$ cat config.mk
export PLATFORM = sky130hd
export DESIGN_NAME = vga_pattern_gen_flat
export DESIGN_NICKNAME = d
export VERILOG_FILES = /design/src/rtl/vga_pattern_gen_pkg.sv /design/src/rtl/vga_pattern_gen_if.sv /design/src/rtl/vga_pattern_gen_bar_lut.sv /design/src/rtl/vga_pattern_gen.sv /design/src/flat_wrapper.sv
export SDC_FILE = /design/constraint.sdc
export NUM_CORES = 1
export LEC_CHECK = 0
export CAP_MARGIN = 15
export CORE_ASPECT_RATIO = 2
export CORE_MARGIN = 10
export CORE_UTILIZATION = 40
export CTS_BUF_LIST = sky130_fd_sc_hd__clkbuf_4
export CTS_CLUSTER_SIZE = 14
export DETAILED_ROUTE_END_ITERATION = 8
export PLACE_DENSITY = 0.71
export SLEW_MARGIN = 20
export SYNTH_ARGS = -nofsm -noshare
export SYNTH_HDL_FRONTEND = slang
export SYNTH_SLANG_ARGS = --single-unit
$ cat constraint.sdc
create_clock -name pxl_clk -period 10.65 [get_ports pxl_clk]
set_clock_uncertainty 0.1 [all_clocks]
set_input_delay 2.6625 -clock pxl_clk [delete_from_list [all_inputs] [get_ports pxl_clk]]
set_output_delay 2.6625 -clock pxl_clk [all_outputs]
set_load 0.005 [all_outputs]
$ cat src/rtl/vga_pattern_gen_pkg.sv
// Shared types and constants for the VGA test-pattern generator:
// FSM encoding, pattern codes, bar colours and the per-pixel colour rule.
package vga_pkg;

  typedef enum logic [1:0] {
    S_IDLE = 2'd0,
    S_LOAD = 2'd1,
    S_RUN  = 2'd2
  } state_e;

  typedef enum logic [1:0] {
    PAT_BARS  = 2'd0,
    PAT_CHECK = 2'd1,
    PAT_RAMP  = 2'd2,
    PAT_SOLID = 2'd3
  } pattern_e;

  localparam logic [23:0] COL_WHITE   = 24'hFFFFFF;
  localparam logic [23:0] COL_YELLOW  = 24'hFFFF00;
  localparam logic [23:0] COL_CYAN    = 24'h00FFFF;
  localparam logic [23:0] COL_GREEN   = 24'h00FF00;
  localparam logic [23:0] COL_MAGENTA = 24'hFF00FF;
  localparam logic [23:0] COL_RED     = 24'hFF0000;
  localparam logic [23:0] COL_BLUE    = 24'h0000FF;
  localparam logic [23:0] COL_BLACK   = 24'h000000;

  // Only the low byte of each coordinate feeds the colour rule.
  function automatic logic [23:0] pattern_px(input pattern_e    sel,
                                             input logic [23:0] solid,
                                             input logic [23:0] bar,
                                             input logic [7:0]  xl,
                                             input logic [7:0]  yl,
                                             input logic [7:0]  frame_lsb);
    logic [7:0] ramp_r;
    ramp_r = xl + frame_lsb;
    case (sel)
      PAT_BARS:  return bar;
      PAT_CHECK: return (xl[5] ^ yl[5]) ? COL_BLACK : COL_WHITE;
      PAT_RAMP:  return {ramp_r, yl, 8'h00};
      default:   return solid;
    endcase
  endfunction

endpackage

$ cat src/rtl/vga_pattern_gen_if.sv
// Pixel stream between the pattern generator and the VGA core:
// RGB data with valid/ready handshake plus start-of-frame and end-of-line flags.
interface vga_pix_if;
  logic [7:0] pxl_red;
  logic [7:0] pxl_green;
  logic [7:0] pxl_blue;
  logic       pxl_valid;
  logic       pxl_ready;
  logic       pxl_sof;
  logic       pxl_eol;

  modport master (
    output pxl_red, pxl_green, pxl_blue, pxl_valid, pxl_sof, pxl_eol,
    input  pxl_ready
  );

  modport slave (
    input  pxl_red, pxl_green, pxl_blue, pxl_valid, pxl_sof, pxl_eol,
    output pxl_ready
  );
endinterface

$ cat src/rtl/vga_pattern_gen_bar_lut.sv
// Colour-bar lookup: bar index 0..7 to 24-bit RGB, purely combinational.
module vga_bar_lut
  import vga_pkg::*;
(
  input  logic [2:0]  bar_idx,
  output logic [23:0] bar_rgb
);

  always_comb begin
    case (bar_idx)
      3'd0:    bar_rgb = COL_WHITE;
      3'd1:    bar_rgb = COL_YELLOW;
      3'd2:    bar_rgb = COL_CYAN;
      3'd3:    bar_rgb = COL_GREEN;
      3'd4:    bar_rgb = COL_MAGENTA;
      3'd5:    bar_rgb = COL_RED;
      3'd6:    bar_rgb = COL_BLUE;
      default: bar_rgb = COL_BLACK;
    endcase
  end

endmodule

$ cat src/rtl/vga_pattern_gen.sv
// VGA test-pattern source: streams one frame of bars/checker/ramp/solid pixels
// per LOAD, with geometry and pattern frozen in shadow registers for the frame.
//
//   state  | meaning
//   -------+------------------------------------------------------------
//   S_IDLE | no pixel offered; waits for enable
//   S_LOAD | one cycle: latch config, present pixel (0,0) on the next edge
//   S_RUN  | offer pixels; advance on each transfer until frame end
module vga_pattern_gen
  import vga_pkg::*;
(
  input  logic        pxl_clk,
  input  logic        pxl_rst,
  input  logic        enable,
  input  logic [31:0] horiz_res,
  input  logic [31:0] vert_res,
  input  logic [1:0]  pattern_sel,
  input  logic [23:0] solid_rgb,
  output logic [15:0] frame_cnt,
  vga_pix_if.master   pix
);

  state_e      state;
  logic [11:0] x, y;
  logic [11:0] h_last, v_last;
  pattern_e    sel_sh;
  logic [23:0] rgb_sh;
  logic [8:0]  bar_w_m1;
  logic [2:0]  bar_idx;
  logic [8:0]  bar_rem;

  logic [11:0] nx_x, nx_y, nx_h_last;
  logic [2:0]  nx_idx;
  logic [8:0]  nx_rem;
  pattern_e    nx_sel;
  logic [23:0] nx_solid;
  logic [23:0] bar_rgb;
  logic [23:0] nx_pix;
  logic        xfer, frame_done, present;

  // Resolutions above 4095 are illegal, so the upper port bits carry nothing.
  logic unused_res_bits;
  assign unused_res_bits = ^{horiz_res[31:12], vert_res[31:12]};

  assign xfer       = pix.pxl_valid & pix.pxl_ready;
  assign frame_done = (x == h_last) && (y == v_last);
  assign present    = (state == S_LOAD) || ((state == S_RUN) && xfer && !frame_done);

  // Coordinates and bar counter of the pixel to present next; during LOAD they
  // come from the live ports because the shadows are being written that edge.
  always_comb begin
    nx_x      = '0;
    nx_y      = '0;
    nx_idx    = '0;
    nx_rem    = bar_w_m1;
    nx_sel    = sel_sh;
    nx_solid  = rgb_sh;
    nx_h_last = h_last;
    if (state != S_RUN) begin
      nx_sel    = pattern_e'(pattern_sel);
      nx_solid  = solid_rgb;
      nx_h_last = horiz_res[11:0] - 12'd1;
      nx_rem    = horiz_res[11:3] - 9'd1;
    end else if (x == h_last) begin
      nx_y = y + 12'd1;
    end else begin
      nx_x = x + 12'd1;
      nx_y = y;
      // Bar 7 absorbs the remainder pixels, so its down-counter just parks.
      if (bar_idx == 3'd7) begin
        nx_idx = bar_idx;
        nx_rem = bar_rem;
      end else if (bar_rem == '0) begin
        nx_idx = bar_idx + 3'd1;
        nx_rem = bar_w_m1;
      end else begin
        nx_idx = bar_idx;
        nx_rem = bar_rem - 9'd1;
      end
    end
  end

  vga_bar_lut u_bar_lut (
    .bar_idx (nx_idx),
    .bar_rgb (bar_rgb)
  );

  assign nx_pix = pattern_px(nx_sel, nx_solid, bar_rgb, nx_x[7:0], nx_y[7:0], frame_cnt[7:0]);

  always_ff @(posedge pxl_clk) begin
    if (pxl_rst) begin
      state         <= S_IDLE;
      x             <= '0;
      y             <= '0;
      h_last        <= '0;
      v_last        <= '0;
      sel_sh        <= PAT_BARS;
      rgb_sh        <= '0;
      bar_w_m1      <= '0;
      bar_idx       <= '0;
      bar_rem       <= '0;
      frame_cnt     <= '0;
      pix.pxl_valid <= 1'b0;
      pix.pxl_sof   <= 1'b0;
      pix.pxl_eol   <= 1'b0;
      pix.pxl_red   <= '0;
      pix.pxl_green <= '0;
      pix.pxl_blue  <= '0;
    end else begin
      case (state)
        S_IDLE: begin
          if (enable) state <= S_LOAD;
        end
        S_LOAD: begin
          h_last   <= nx_h_last;
          v_last   <= vert_res[11:0] - 12'd1;
          sel_sh   <= nx_sel;
          rgb_sh   <= nx_solid;
          bar_w_m1 <= nx_rem;
          state    <= S_RUN;
        end
        S_RUN: begin
          if (xfer && frame_done) begin
            frame_cnt     <= frame_cnt + 16'd1;
            pix.pxl_valid <= 1'b0;
            pix.pxl_sof   <= 1'b0;
            pix.pxl_eol   <= 1'b0;
            state         <= enable ? S_LOAD : S_IDLE;
          end
        end
        default: state <= S_IDLE;
      endcase

      if (present) begin
        x             <= nx_x;
        y             <= nx_y;
        bar_idx       <= nx_idx;
        bar_rem       <= nx_rem;
        pix.pxl_valid <= 1'b1;
        pix.pxl_sof   <= (nx_x == '0) && (nx_y == '0);
        pix.pxl_eol   <= (nx_x == nx_h_last);
        pix.pxl_red   <= nx_pix[23:16];
        pix.pxl_green <= nx_pix[15:8];
        pix.pxl_blue  <= nx_pix[7:0];
      end
    end
  end

endmodule

$ cat src/flat_wrapper.sv
// flat-port wrapper written by rule: the top's interface ports become plain ports
module vga_pattern_gen_flat import vga_pkg::*;
  (pxl_clk, pxl_rst, enable, horiz_res, vert_res, pattern_sel, solid_rgb, frame_cnt, pix_pxl_red, pix_pxl_green, pix_pxl_blue, pix_pxl_valid, pix_pxl_sof, pix_pxl_eol, pix_pxl_ready);
  vga_pix_if pix_i ();
  input  logic pxl_clk;
  input  logic pxl_rst;
  input  logic enable;
  input  logic [31:0] horiz_res;
  input  logic [31:0] vert_res;
  input  logic [1:0] pattern_sel;
  input  logic [23:0] solid_rgb;
  output logic [15:0] frame_cnt;
  output wire logic [$bits(pix_i.pxl_red)-1:0] pix_pxl_red;
  output wire logic [$bits(pix_i.pxl_green)-1:0] pix_pxl_green;
  output wire logic [$bits(pix_i.pxl_blue)-1:0] pix_pxl_blue;
  output wire logic [$bits(pix_i.pxl_valid)-1:0] pix_pxl_valid;
  output wire logic [$bits(pix_i.pxl_sof)-1:0] pix_pxl_sof;
  output wire logic [$bits(pix_i.pxl_eol)-1:0] pix_pxl_eol;
  input wire logic [$bits(pix_i.pxl_ready)-1:0] pix_pxl_ready;
  assign pix_pxl_red = pix_i.pxl_red;
  assign pix_pxl_green = pix_i.pxl_green;
  assign pix_pxl_blue = pix_i.pxl_blue;
  assign pix_pxl_valid = pix_i.pxl_valid;
  assign pix_pxl_sof = pix_i.pxl_sof;
  assign pix_pxl_eol = pix_i.pxl_eol;
  assign pix_i.pxl_ready = pix_pxl_ready;
  vga_pattern_gen u_core (.pxl_clk(pxl_clk), .pxl_rst(pxl_rst), .enable(enable), .horiz_res(horiz_res), .vert_res(vert_res), .pattern_sel(pattern_sel), .solid_rgb(solid_rgb), .frame_cnt(frame_cnt), .pix(pix_i));
endmodule
==> results of run 1 <==
cells by family after synthesis:
family,share of synthesized area [%]
DFF,34.6
muxes,1.61
AOI/OAI and AO/OA,16.2
and+or+nand+nor,28.3
buffers and inverters,4.97
adders and majority gates,2.87
xor gates and xnor gates,11.4
registers in the layout, indices dropped and copies added (netlist names):
signal	cells
u_core.rgb_sh	24
u_core.frame_cnt	16
u_core.h_last	12
u_core.v_last	12
u_core.x	12
u_core.y	12
u_core.bar_rem	9
u_core.bar_w_m1	9
u_core.pix.pxl_blue	8
u_core.pix.pxl_green	8
u_core.pix.pxl_red	8
u_core.bar_idx	3
u_core.sel_sh	2
u_core.state	2
u_core.pix.pxl_eol	1
u_core.pix.pxl_sof	1
u_core.pix.pxl_valid	1
where the power goes:
| part | internal, mW | leakage [nW] | total, mW | switching, mW |
|---|---|---|---|---|
| clock | 0.162 | 0.157 | 0.368 | 0.206 |
| sequential | 0.549 | 1.14 | 0.571 | 0.0222 |
| combinational | 0.0964 | 2.14 | 0.240 | 0.144 |
synthesized netlist by cell type (8+ instances only):
cell type | n | share of area (%)
o21ai_0 | 31 | 1.9
and3_1 | 15 | 1.2
nand2_1 | 211 | 9.8
inv_1 | 13 | 0.60
ha_1 | 17 | 2.6
a21oi_1 | 91 | 5.6
xnor2_1 | 48 | 5.2
nand3_1 | 36 | 2.2
a211oi_1 | 41 | 3.8
dfxtp_1 | 140 | 35
mux2i_1 | 13 | 1.6
xor2_1 | 54 | 5.8
nor2_1 | 124 | 5.7
nand4_1 | 18 | 1.4
nor4_1 | 12 | 0.93
clkbuf_1 | 58 | 2.7
and2_1 | 8 | 0.62
nor3_1 | 25 | 1.5
buf_2 | 10 | 0.62
nand3b_1 | 9 | 0.83
metal layers:
layer | share of wire [%] | routed length, um | up-vias | global-route usage (%)
met1 | 39 | 9320 | 3662 | 19.1
met2 | 52 | 12400 | 202 | 31.3
li1 | - | - | 3814 | -
met4 | 4.6 | 1090 | 0 | 9.71
met3 | 4.0 | 945 | 54 | 3.11
met5 | 0 | 0 | - | 0
metrics by stage:
| stage | utilization, % | setup slack (ns) |
|---|---|---|
| 5_1_grt | 47.3 | 5.37 |
| 4_1_cts | 47.3 | 5.52 |
| 6_report | 47.3 | 5.47 |
| 3_5_place_dp | 45.8 | 4.91 |
| 3_3_place_gp | 45.8 | 4.93 |
| 2_1_floorplan | - | 5.92 |
area by class of cell:
cell class,instances,area (um2)
fillers,2063,10500
multi-input cells,848,4920
flip-flops and latches,140,2800
repair buffers,105,1030
well taps,262,328
clock inverters,14,151
clock buffers,18,135
inverters,13,48.8
diodes,1,2.50
path summary, 6_finish.rpt:
kind,end,depth (start not counted)
hold reg to reg,u_core.rgb_sh[5],2
setup reg to reg,u_core.pix.pxl_red[7],13
hold / removal,u_core.rgb_sh[5],2
setup / recovery,u_core.pix.pxl_sof,7
critical path, stage by stage:
cell and delay (ns):
clkdlybuf4s50_1 0.53, and3_1 0.24, o21ai_1 0.16, a21oi_1 0.80, or4b_1 0.51, or4_1 0.55
o21ai_1 0.13
layout by cell type (no fill, tap or decap), types with 8 or more instances in the layout:
cell	count
nand4_1	18
buf_4	10
nand3_1	36
dfxtp_1	140
mux2i_1	13
o21ai_0	31
xnor2_1	48
and3_1	15
nor4_1	12
xor2_1	54
nor2_1	124
a21oi_1	91
and2_1	8
nand3b_1	9
inv_1	13
a211oi_1	41
ha_1	17
nor3_1	25
clkdlybuf4s50_1	95
clkbuf_4	18
nand2_1	211
==> flow_metrics.py, run 1 <==
metrics = {
    "global_routing": {
        "antenna_found_initial": 1,
        "grt_pass1_wl_um": 38700,
        "grt_pass1_vias": 7411,
        "grt_usage_pct": 17.7,
        "grt_start_max_net_pins": 71,
        "overflow": 0,
    },
    "sta": {
        "grt_setup_unrepaired": "no",
        "hold_viol_final": 0,
        "finalCriticalPeriod_ns": 5.18,
        "slew_headroom_pct": 35.9,
        "clock.fmax_ghz": 0.193,
        "final_max_slew_viol_count": 0,
        "period_share_pct": 48.6,
        "worst_slew_pin_slew_ns": 0.962,
        "finalSetupViolCount": 0,
        "finalSetupTns_ns": 0,
        "whs_ns": 0.363,
    },
    "power": {
        "irDropWorstVdd_uv": 84.4,
        "power_density_nw_per_um2": 125,
        "finalPower_mw": 1.18,
        "p_leak_nw": 3.44,
    },
    "floorplan": {
        "rows": 73,
        "start_util_pct": 40.7,
        "dieArea_um2": 26700,
        "core_um2": 19900,
        "ios": 137,
        "die_y_um": 221,
        "die_w_um": 121,
    },
    "drt": {
        "first_iter_violations": 348,
        "routed_wirelength_um": 23700,
        "wl_per_cell_um": 16.9,
        "via_per_inst": 5.52,
        "drc_errors": 0,
        "ant_nets": 0,
        "dr_total_vias": 7732,
        "first_pass_iters": 5,
    },
    "synth": {
        "syn_nets": 1192,
        "ys_dominant_reg_cell": "dfxtp_1",
        "syn-instance-count": 1080,
        "synth_cell_type_count": 62,
        "syn_area_um2": 8100,
        "ys_seq_area_share_pct": 34.6,
        "synth-edff-count": 0,
        "ys_warn_count": 0,
        "ys_async_sr_fraction_pct": 0,
        "synth_seq_cells": 140,
        "synth.avg_cell_area_um2": 7.50,
    },
    "layout": {
        "drive_gt1_share_pct": 5.01,
        "synthToLayoutAreaGrowth_pct": 16.2,
        "postLayoutCellArea_um2": 9410,
        "finalNonFillerCells": 1401,
        "nets": 1237,
    },
    "clocking": {
        "cts_inserted_buffers": 17,
        "cts_setup_buffers": 0,
        "root_buffer": "clkbuf_4",
        "worst_skew_pair.late_latency_ns": 0.57,
        "cts_buffer_depth": 2,
        "path_clk_slew_ns": 0.13,
        "cts_sinks": 140,
        "cts_tree": "done",
        "cts-resized-gates": 0,
        "cts_hold_buffers": 0,
        "htreeDepth": 4,
    },
    "critical_path": {
        "critPathRequiredTime_ns": 11.07,
        "end_kind": "flop",
        "cp_max_fo": 11,
        "r2r_start": "u_core.x[0]",
        "rrSetupSlack_ns": 6.56,
        "cp-start-kind": "input pin",
        "worstSetupPathType": "in2reg",
        "setup.worst_path.start": "pix_pxl_ready",
        "cp.arrival_ns": 5.60,
    },
    "placed_design": {
        "placed_area_um2": 9120,
        "place_congestion": 0.890,
        "dpl.cell_count": 1368,
        "io_buffers": 96,
        "hpwl_um": 17000,
    },
    "job": {
        "maxCapViolations": 0,
    },
    "worst_hold_path": {
        "worstHoldPathType": "reg2reg",
        "worstHoldStart": "u_core.rgb_sh[5]",
    },
    "outcome": {
        "status": "completed",
    },
}
(Power assumes the default switching activity.)
==> run 2: changes to the inputs <==
--- a/config.mk
+++ b/config.mk
@@ -12,7 +12,7 @@
 export CTS_BUF_LIST = sky130_fd_sc_hd__clkbuf_4
 export CTS_CLUSTER_SIZE = 14
 export DETAILED_ROUTE_END_ITERATION = 8
-export PLACE_DENSITY = 0.71
+export PLACE_DENSITY = 0.73
 export SLEW_MARGIN = 20
 export SYNTH_ARGS = -nofsm -noshare
 export SYNTH_HDL_FRONTEND = slang
==> constraint.sdc (replaced) <==
create_clock -name pxl_clk -period 4.2 [get_ports pxl_clk]
set_clock_uncertainty 0.1 [all_clocks]
set_input_delay 1.05 -clock pxl_clk [delete_from_list [all_inputs] [get_ports pxl_clk]]
set_output_delay 1.05 -clock pxl_clk [all_outputs]
set_load 0.005 [all_outputs]
==> flow_metrics.py, run 2 (synthesis gave the netlist of run 1 again) <==
metrics = {
    "clocking": {
        "htreeDepth": 4,
        "path_clk_slew_ns": 0.13,
        "cts_inserted_buffers": 17,
        "cts-resized-gates": 0,
        "cts_buffer_depth": 2,
        "cts_tree": "done",
        "root_buffer": "clkbuf_4",
        "cts_sinks": 140,
        "cts_setup_buffers": 0,
        "cts_hold_buffers": 0,
        "worst_skew_pair.late_latency_ns": 0.59,
    },
    "critical_path": {
        "cp_max_fo": 8,
        "cp-start-kind": "flop",
        "critPathRequiredTime_ns": 4.59,
        "worstSetupPathType": "reg2reg",
        "critPathBufInv": 0,
        "critical-path-max-stage-delay_ns": 0.53,
        "cp.arrival_ns": 3.94,
        "critPathTopFamily": "compound AO/OA/AOI/OAI gates",
        "end_kind": "flop",
        "rrSetupSlack_ns": 0.65,
        "slowest_stage": "or3_2",
        "crit_chain": "xnor2_1 > nand4_2 > or3_2 > and3_1 > ha_1 > a21o_1 > a21oi_1 > o211ai_1 > a21o_1 > a21oi_1 > xnor2_1 > a21boi_0 > a221oi_1",
    },
    "floorplan": {
        "die_w_um": 121,
        "ios": 137,
        "die_y_um": 221,
        "dieArea_um2": 26700,
        "rows": 73,
        "core_um2": 19900,
        "start_util_pct": 40.7,
    },
    "outcome": {
        "status": "completed",
    },
    "drt": {
        "drc_errors": 0,
        "dr_total_vias": 7784,
        "via_per_inst": 5.50,
        "first_iter_violations": 401,
        "routed_wirelength_um": 23900,
        "first_pass_iters": 5,
        "ant_nets": 0,
        "wl_per_cell_um": 16.9,
    },
    "global_routing": {
        "grt_usage_pct": 17.9,
        "grt_pass1_wl_um": 39100,
        "grt_use_met3_pct": 3.47,
        "antenna_found_initial": 2,
        "grt_start_max_net_pins": 80,
        "overflow": 0,
        "met2_usage_pct": 31.0,
        "gr-max-usage-layer": "met2",
        "met1_usage_pct": 19.3,
        "grt_pass1_vias": 7629,
    },
    "layout": {
        "mostFrequentLayoutCells": "nand2_1, dfxtp_1, nor2_1",
        "largest-register": "u_core.rgb_sh",
        "nets": 1250,
        "drive_gt1_share_pct": 6.17,
        "largest_register_ffs": 24,
        "reg.largest.list": "u_core.rgb_sh (24), u_core.frame_cnt (16)",
        "layout_commonest_cell": "nand2_1",
        "synthToLayoutAreaGrowth_pct": 18.3,
    },
    "sta": {
        "grt_setup_unrepaired": "no",
        "finalSetupViolCount": 0,
        "finalSetupTns_ns": 0,
        "worst_slew_pin_slew_ns": 0.863,
        "clock.fmax_ghz": 0.281,
        "finalCriticalPeriod_ns": 3.55,
        "slew_headroom_pct": 42.5,
        "period_share_pct": 84.6,
        "hold_viol_final": 0,
        "final_max_slew_viol_count": 0,
    },
    "power": {
        "irDropWorstVdd_uv": 196,
        "p_leak_nw": 3.53,
        "finalPower_mw": 3.15,
        "power_density_nw_per_um2": 328,
    },
    "placed_design": {
        "place_congestion": 0.926,
        "hpwl_um": 17500,
        "io_buffers": 96,
    },
    "job": {
        "maxCapViolations": 0,
    },
    "worst_hold_path": {
        "worstHoldPathType": "reg2reg",
    },
}
==> run 2: where the power goes <==
part           internal (mW)  total (mW)  leakage [nW]  switching [mW]
sequential              1.39        1.45          1.14          0.0538
combinational          0.257       0.625          2.21           0.368
clock                  0.541        1.08         0.184           0.535
total                   2.19        3.15          3.53           0.957
==> run 2: worst paths after layout <==
kind                                   startpoint                    end  cells past startpoint
worst max-delay path                  u_core.x[8]  u_core.pix.pxl_red[7]                     13
worst min-delay path            u_core.rgb_sh[16]      u_core.rgb_sh[16]                      2
worst max register to register        u_core.x[8]  u_core.pix.pxl_red[7]                     13
worst min register to register  u_core.rgb_sh[16]      u_core.rgb_sh[16]                      2
==> run 2: worst reg2reg max path: stages (launching register included) <==
cell and delay, ns:
dfxtp_1 0.51, xnor2_1 0.17, nand4_2 0.20, or3_2 0.53, and3_1 0.25, ha_1 0.29
a21o_1 0.16, a21oi_1 0.21, o211ai_1 0.18, a21o_1 0.21, a21oi_1 0.17, xnor2_1 0.14
a21boi_0 0.10, a221oi_1 0.24
==> run 2: metal layers <==
metal | wire length (um) | up-vias
met3 | 1010 | 69
met2 | 12200 | 236
met4 | 1230 | 0
met5 | 0 | -
met1 | 9390 | 3638
li1 | - | 3841
==> run 2: final cells by class <==
class                           instances  area (um2)
Clock inverter                         14         219
Antenna cell                            2        5.00
Inverter                               13        48.8
Clock buffer                           18         135
Sequential cell                       140        2800
Multi-Input combinational cell        848        4920
Tap cell                              262         328
Fill cell                            2024       10300
Timing Repair Buffer                  118        1120
==> run 2: per-stage QoR <==
step	worst slack [ns]	hold slack, ns	area (um2)	utilization, %	instances
after floorplan	0.749	0.337	8100	-	1080
after global placement	0.545	0.342	9220	46.3	1381
after detailed placement	0.535	0.347	9220	46.3	1381
after CTS	0.652	0.365	9580	48.1	1413
after global routing	0.385	0.384	9580	48.1	1415
final	0.645	0.363	9580	48.1	1415
==> run 3: changes to the inputs <==
==> constraint.sdc (replaced) <==
create_clock -name pxl_clk -period 3.25 [get_ports pxl_clk]
set_clock_uncertainty 0.1 [all_clocks]
set_input_delay 0.8125 -clock pxl_clk [delete_from_list [all_inputs] [get_ports pxl_clk]]
set_output_delay 0.8125 -clock pxl_clk [all_outputs]
set_load 0.005 [all_outputs]
==> flow_metrics.py, run 3 (synthesis gave the netlist of run 1 again) <==
metrics = {
    "placed_design": {
        "placed_area_um2": 9510,
        "dpl.cell_count": 1415,
        "pre_cts_slack_ns": -0.00835,
        "hpwl_um": 18100,
        "io_buffers": 96,
        "place_congestion": 0.912,
    },
    "layout": {
        "nets": 1289,
        "reg.largest.list": "u_core.rgb_sh (24), u_core.frame_cnt (16)",
        "utilization_pct": 50.7,
        "drive_gt1_share_pct": 11.5,
        "postLayoutCellArea_um2": 10100,
        "finalNonFillerCells": 1453,
        "largest-register": "u_core.rgb_sh",
        "mostFrequentLayoutCells": "nand2_1, dfxtp_1, nor2_1",
        "layout_commonest_cell": "nand2_1",
        "largest_register_ffs": 24,
        "synthToLayoutAreaGrowth_pct": 24.7,
    },
    "critical_path": {
        "cp-start-kind": "flop",
        "end_kind": "flop",
        "crit_chain": "xnor2_4 > nand4_4 > or3_4 > and3_4 > buf_4 > fa_1 > a21o_1 > a21oi_1 > o21ai_0 > xor2_1 > a21oi_1 > o21ai_0",
        "critical-path-max-stage-delay_ns": 0.43,
        "slowest_stage": "or3_4",
        "critPathRequiredTime_ns": 3.68,
        "worstSetupPathType": "reg2reg",
        "cp_max_fo": 3,
        "cp.arrival_ns": 3.55,
    },
    "job": {
        "maxCapViolations": 0,
    },
    "sta": {
        "slew_headroom_pct": 39.1,
        "finalCriticalPeriod_ns": 3.12,
        "grt_setup_unrepaired": "no",
        "period_share_pct": 96.1,
        "finalSetupViolCount": 0,
        "finalWorstSetupSlack_ns": 0.126,
        "final_max_slew_viol_count": 0,
        "worst_slew_pin_slew_ns": 0.910,
        "hold_viol_final": 0,
        "clock.fmax_ghz": 0.320,
        "whs_ns": 0.362,
    },
    "drt": {
        "dr_total_vias": 7988,
        "ant_nets": 0,
        "first_pass_iters": 5,
        "via_per_inst": 5.50,
        "wl_per_cell_um": 16.9,
        "first_iter_violations": 372,
        "drc_errors": 0,
        "routed_wirelength_um": 24600,
    },
    "power": {
        "irDropWorstVdd_uv": 300,
        "power_density_nw_per_um2": 419,
        "p_leak_nw": 3.78,
    },
    "clocking": {
        "cts_hold_buffers": 0,
        "cts_tree": "done",
        "path_clk_slew_ns": 0.15,
        "worst_skew_pair.late_latency_ns": 0.59,
        "htreeDepth": 4,
        "cts_sinks": 140,
        "root_buffer": "clkbuf_4",
        "cts_buffer_depth": 2,
        "cts_inserted_buffers": 17,
    },
    "outcome": {
        "status": "completed",
    },
    "floorplan": {
        "die_w_um": 121,
        "ios": 137,
        "start_util_pct": 40.7,
        "dieArea_um2": 26700,
        "die_y_um": 221,
        "rows": 73,
        "core_um2": 19900,
    },
    "global_routing": {
        "overflow": 0,
        "grt_usage_pct": 18.3,
        "antenna_found_initial": 1,
        "grt_start_max_net_pins": 135,
        "grt_pass1_vias": 7962,
        "grt_pass1_wl_um": 40200,
    },
    "worst_hold_path": {
        "worstHoldPathType": "reg2reg",
    },
}
## run 3: through the flow
step	setup TNS (ns)	power, mW
after floorplan	0	2.41
after global placement	0	2.74
after detailed placement	-0.00835	2.75
after CTS	0	4.22
after global routing	0	4.42
final	0	4.23
## run 3: power breakdown
group	switching [mW]	internal [mW]	total, mW
logic	0.498	0.388	0.885
registers	0.0711	1.80	1.87
clock network	0.702	0.777	1.48
total	1.27	2.96	4.23
## run 3: critical path: cells and delay by family (launching register included)
family                     cells  cell delay [ns]
AOI/OAI and AO/OA              5             0.79
xor gates and xnor gates       2             0.44
buffers and inverters          1             0.14
adders and majority gates      1             0.42
DFF                            1             0.39
and+or+nand+nor                3             0.80
## run 3: layout make-up
class / count / area (um2)
timing repair buffer: 157 / 1440
clock buffer: 18 / 135
multi-input combinational: 848 / 5080
antenna: 1 / 2.50
tap: 262 / 328
fill: 1981 / 9810
sequential: 140 / 2830
clock inverter: 14 / 240
inverter: 13 / 48.8
## run 3: repair_timing
action                     4_1_cts  5_1_grt
pin swaps                        0       15
setup endpoints to repair        1        2
setup buffers                    0        5
resized for setup                6       29
## run 3: routing by layer
layer | vias to the layer above | track usage, % | wire length, um
met3 | 79 | 3.32 | 1080
li1 | 3917 | - | -
met2 | 251 | 32.3 | 12800
met5 | - | 0 | 0
met4 | 0 | 12.3 | 1520
met1 | 3741 | 19.0 | 9190
## run 3: path summary, 6_finish.rpt
path,startpoint,to,slack (ns),depth (start not counted)
hold / removal,u_core.rgb_sh[19],u_core.rgb_sh[19],0.36,2
setup / recovery,u_core.h_last[11],u_core.pix.pxl_red[6],0.13,12
setup reg to reg,u_core.h_last[11],u_core.pix.pxl_red[6],0.13,12
hold reg to reg,u_core.rgb_sh[19],u_core.rgb_sh[19],0.36,2
==> edit, RTL diff (settings of run 1) <==
Encoding of `state_e`: now one-hot (3 bits for 3 states).
--- a/src/rtl/vga_pattern_gen_pkg.sv
+++ b/src/rtl/vga_pattern_gen_pkg.sv
@@ -2,10 +2,10 @@
 // FSM encoding, pattern codes, bar colours and the per-pixel colour rule.
 package vga_pkg;
 
-  typedef enum logic [1:0] {
-    S_IDLE = 2'd0,
-    S_LOAD = 2'd1,
-    S_RUN  = 2'd2
+  typedef enum logic [2:0] {
+    S_IDLE = 3'b001,
+    S_LOAD = 3'b010,
+    S_RUN  = 3'b100
   } state_e;
 
   typedef enum logic [1:0] {
Function: same outputs for any inputs over 4 cycles, from zero or initial values and one cycle with pxl_rst high; so few cycles prove little.
==> edit against run 1 <==
Critical path depth rose by 2. Area after synthesis rose by 3.6%. Cell area up 3.6%. Setup slack got worse by 0.067 ns. Sequential power is 3.5% lower. Sequential cell count rose by 1. Via count rose by 3.8%. First-iteration DRC count rose by 85%. Synthesized cell count fell by 0.28%. Power shrank 3.6%. Wire length rose by 7.1%. Critical path type unchanged.
==> edit: results (changes against run 1) <==
via/cell ratio=5.72 (was 5.52); routed length on met3=1.32 mm (was 945 µm); multiplexer area fraction after synthesis=0.0283 (was 0.0161); top post-synthesis cells by area=dfxtp_1 34%, nand2_1 7.8%, xnor2_1 5.6%, nor2_1 5.1%, a21oi_1 4.6% (was dfxtp_1 35%, nand2_1 9.8%, xor2_1 5.8%, nor2_1 5.7%, a21oi_1 5.6%); largest net degree at the start of global routing=86 (was 71); met2 wire length=13.8 mm (was 12.4 mm); Final HPWL DP=18.1 mm (was 17.0 mm); GRT Util Overall=0.184 (was 0.177); GRT met1 Usage=0.193 (was 0.191); crit path DAT=5.64 ns (was 5.60 ns); Initial DRT Pass Iterations=6 (was 5); CP max FO=8 (was 11); DRT met1 WL=9.43 mm (was 9.32 mm); VDD IR-drop max=73.6 µV (was 84.4 µV); layout cells sized above 1=0.0686 (was 0.0501); GRT met2 Usage=0.336 (was 0.313); adder-cell share of the synthesized area=0.0277 (was 0.0287); status=complete, no violations (unchanged); met3 Track Usage GR=0.0371 (was 0.0311); Cell variety after synth=82 (was 62); compound-gate portion of the synthesized area=0.190 (was 0.162); XOR/XNOR share of the synthesized area=0.0896 (was 0.114); Slew headroom=0.379 (was 0.359); register area share after synthesis=0.336 (was 0.346); vias in the first global route=7,876 (was 7,411); leak pwr=3.30 nW (was 3.44 nW); global-route wire length before repair=40.6 mm (was 38.7 mm); Avg WL per Cell=18.1 µm (was 16.9 µm); syn_nets=1,189 (was 1,192); top cells by count, synth=174 x nand2_1, 141 x dfxtp_1, 115 x nor2_1, 77 x a21oi_1, 54 x xnor2_1 (was 211 x nand2_1, 140 x dfxtp_1, 124 x nor2_1, 91 x a21oi_1, 58 x clkbuf_1); GPL Wtd Cong=0.885 (was 0.890); worst skew pair latency=0.59 ns (was 0.57 ns)
-- edit: worst max-delay path: stages --
cell and delay, ns:
clkdlybuf4s50_1 0.57, inv_1 0.17, ha_1 0.22, or4b_1 0.56, or4_4 0.57, a31oi_4 0.24
nor4bb_1 0.32, nor3_1 0.09, o31ai_1 0.24
-- edit: path summary, 6_finish.rpt --
path / from / end / slack (ns) / cells past startpoint
setup / recovery: horiz_res[3] / u_core.pix.pxl_eol / 5.40 / 9
hold / removal: u_core.rgb_sh[14] / u_core.rgb_sh[14] / 0.36 / 2
setup reg to reg: u_core.x[3] / u_core.pix.pxl_red[1] / 6.03 / 8
hold reg to reg: u_core.rgb_sh[14] / u_core.rgb_sh[14] / 0.36 / 2
-- edit: final cells by class --
type	instances	area [µm²]
Fill cell	2059	10800
Multi-Input combinational cell	836	5140
Sequential cell	141	2820
Timing Repair Buffer	107	1040
Tap cell	266	333
Clock inverter	12	184
Clock buffer	20	150
Inverter	21	78.8
Antenna cell	1	2.50
-- edit: stage by stage --
| step | power [W] | utilization | worst slack [ns] | cell area [µm²] | std cells |
|---|---|---|---|---|---|
| detailed placement | 0.000732 | 0.458 | 4.85 | 9410 | 1371 |
| finish | 0.00114 | 0.474 | 5.40 | 9750 | 1404 |
| CTS | 0.00114 | 0.474 | 5.44 | 9750 | 1403 |
| global route | 0.00118 | 0.474 | 5.19 | 9750 | 1404 |
| floorplan | 0.000668 | - | 5.67 | 8390 | 1077 |
| global placement | 0.000729 | 0.458 | 4.90 | 9410 | 1371 |
-- edit: where the power goes --
part | internal (W) | switching, W
Combinational | 0.0000696 | 0.000100
Sequential | 0.000540 | 0.0000113
Clock | 0.000197 | 0.000219
Total | 0.000807 | 0.000330
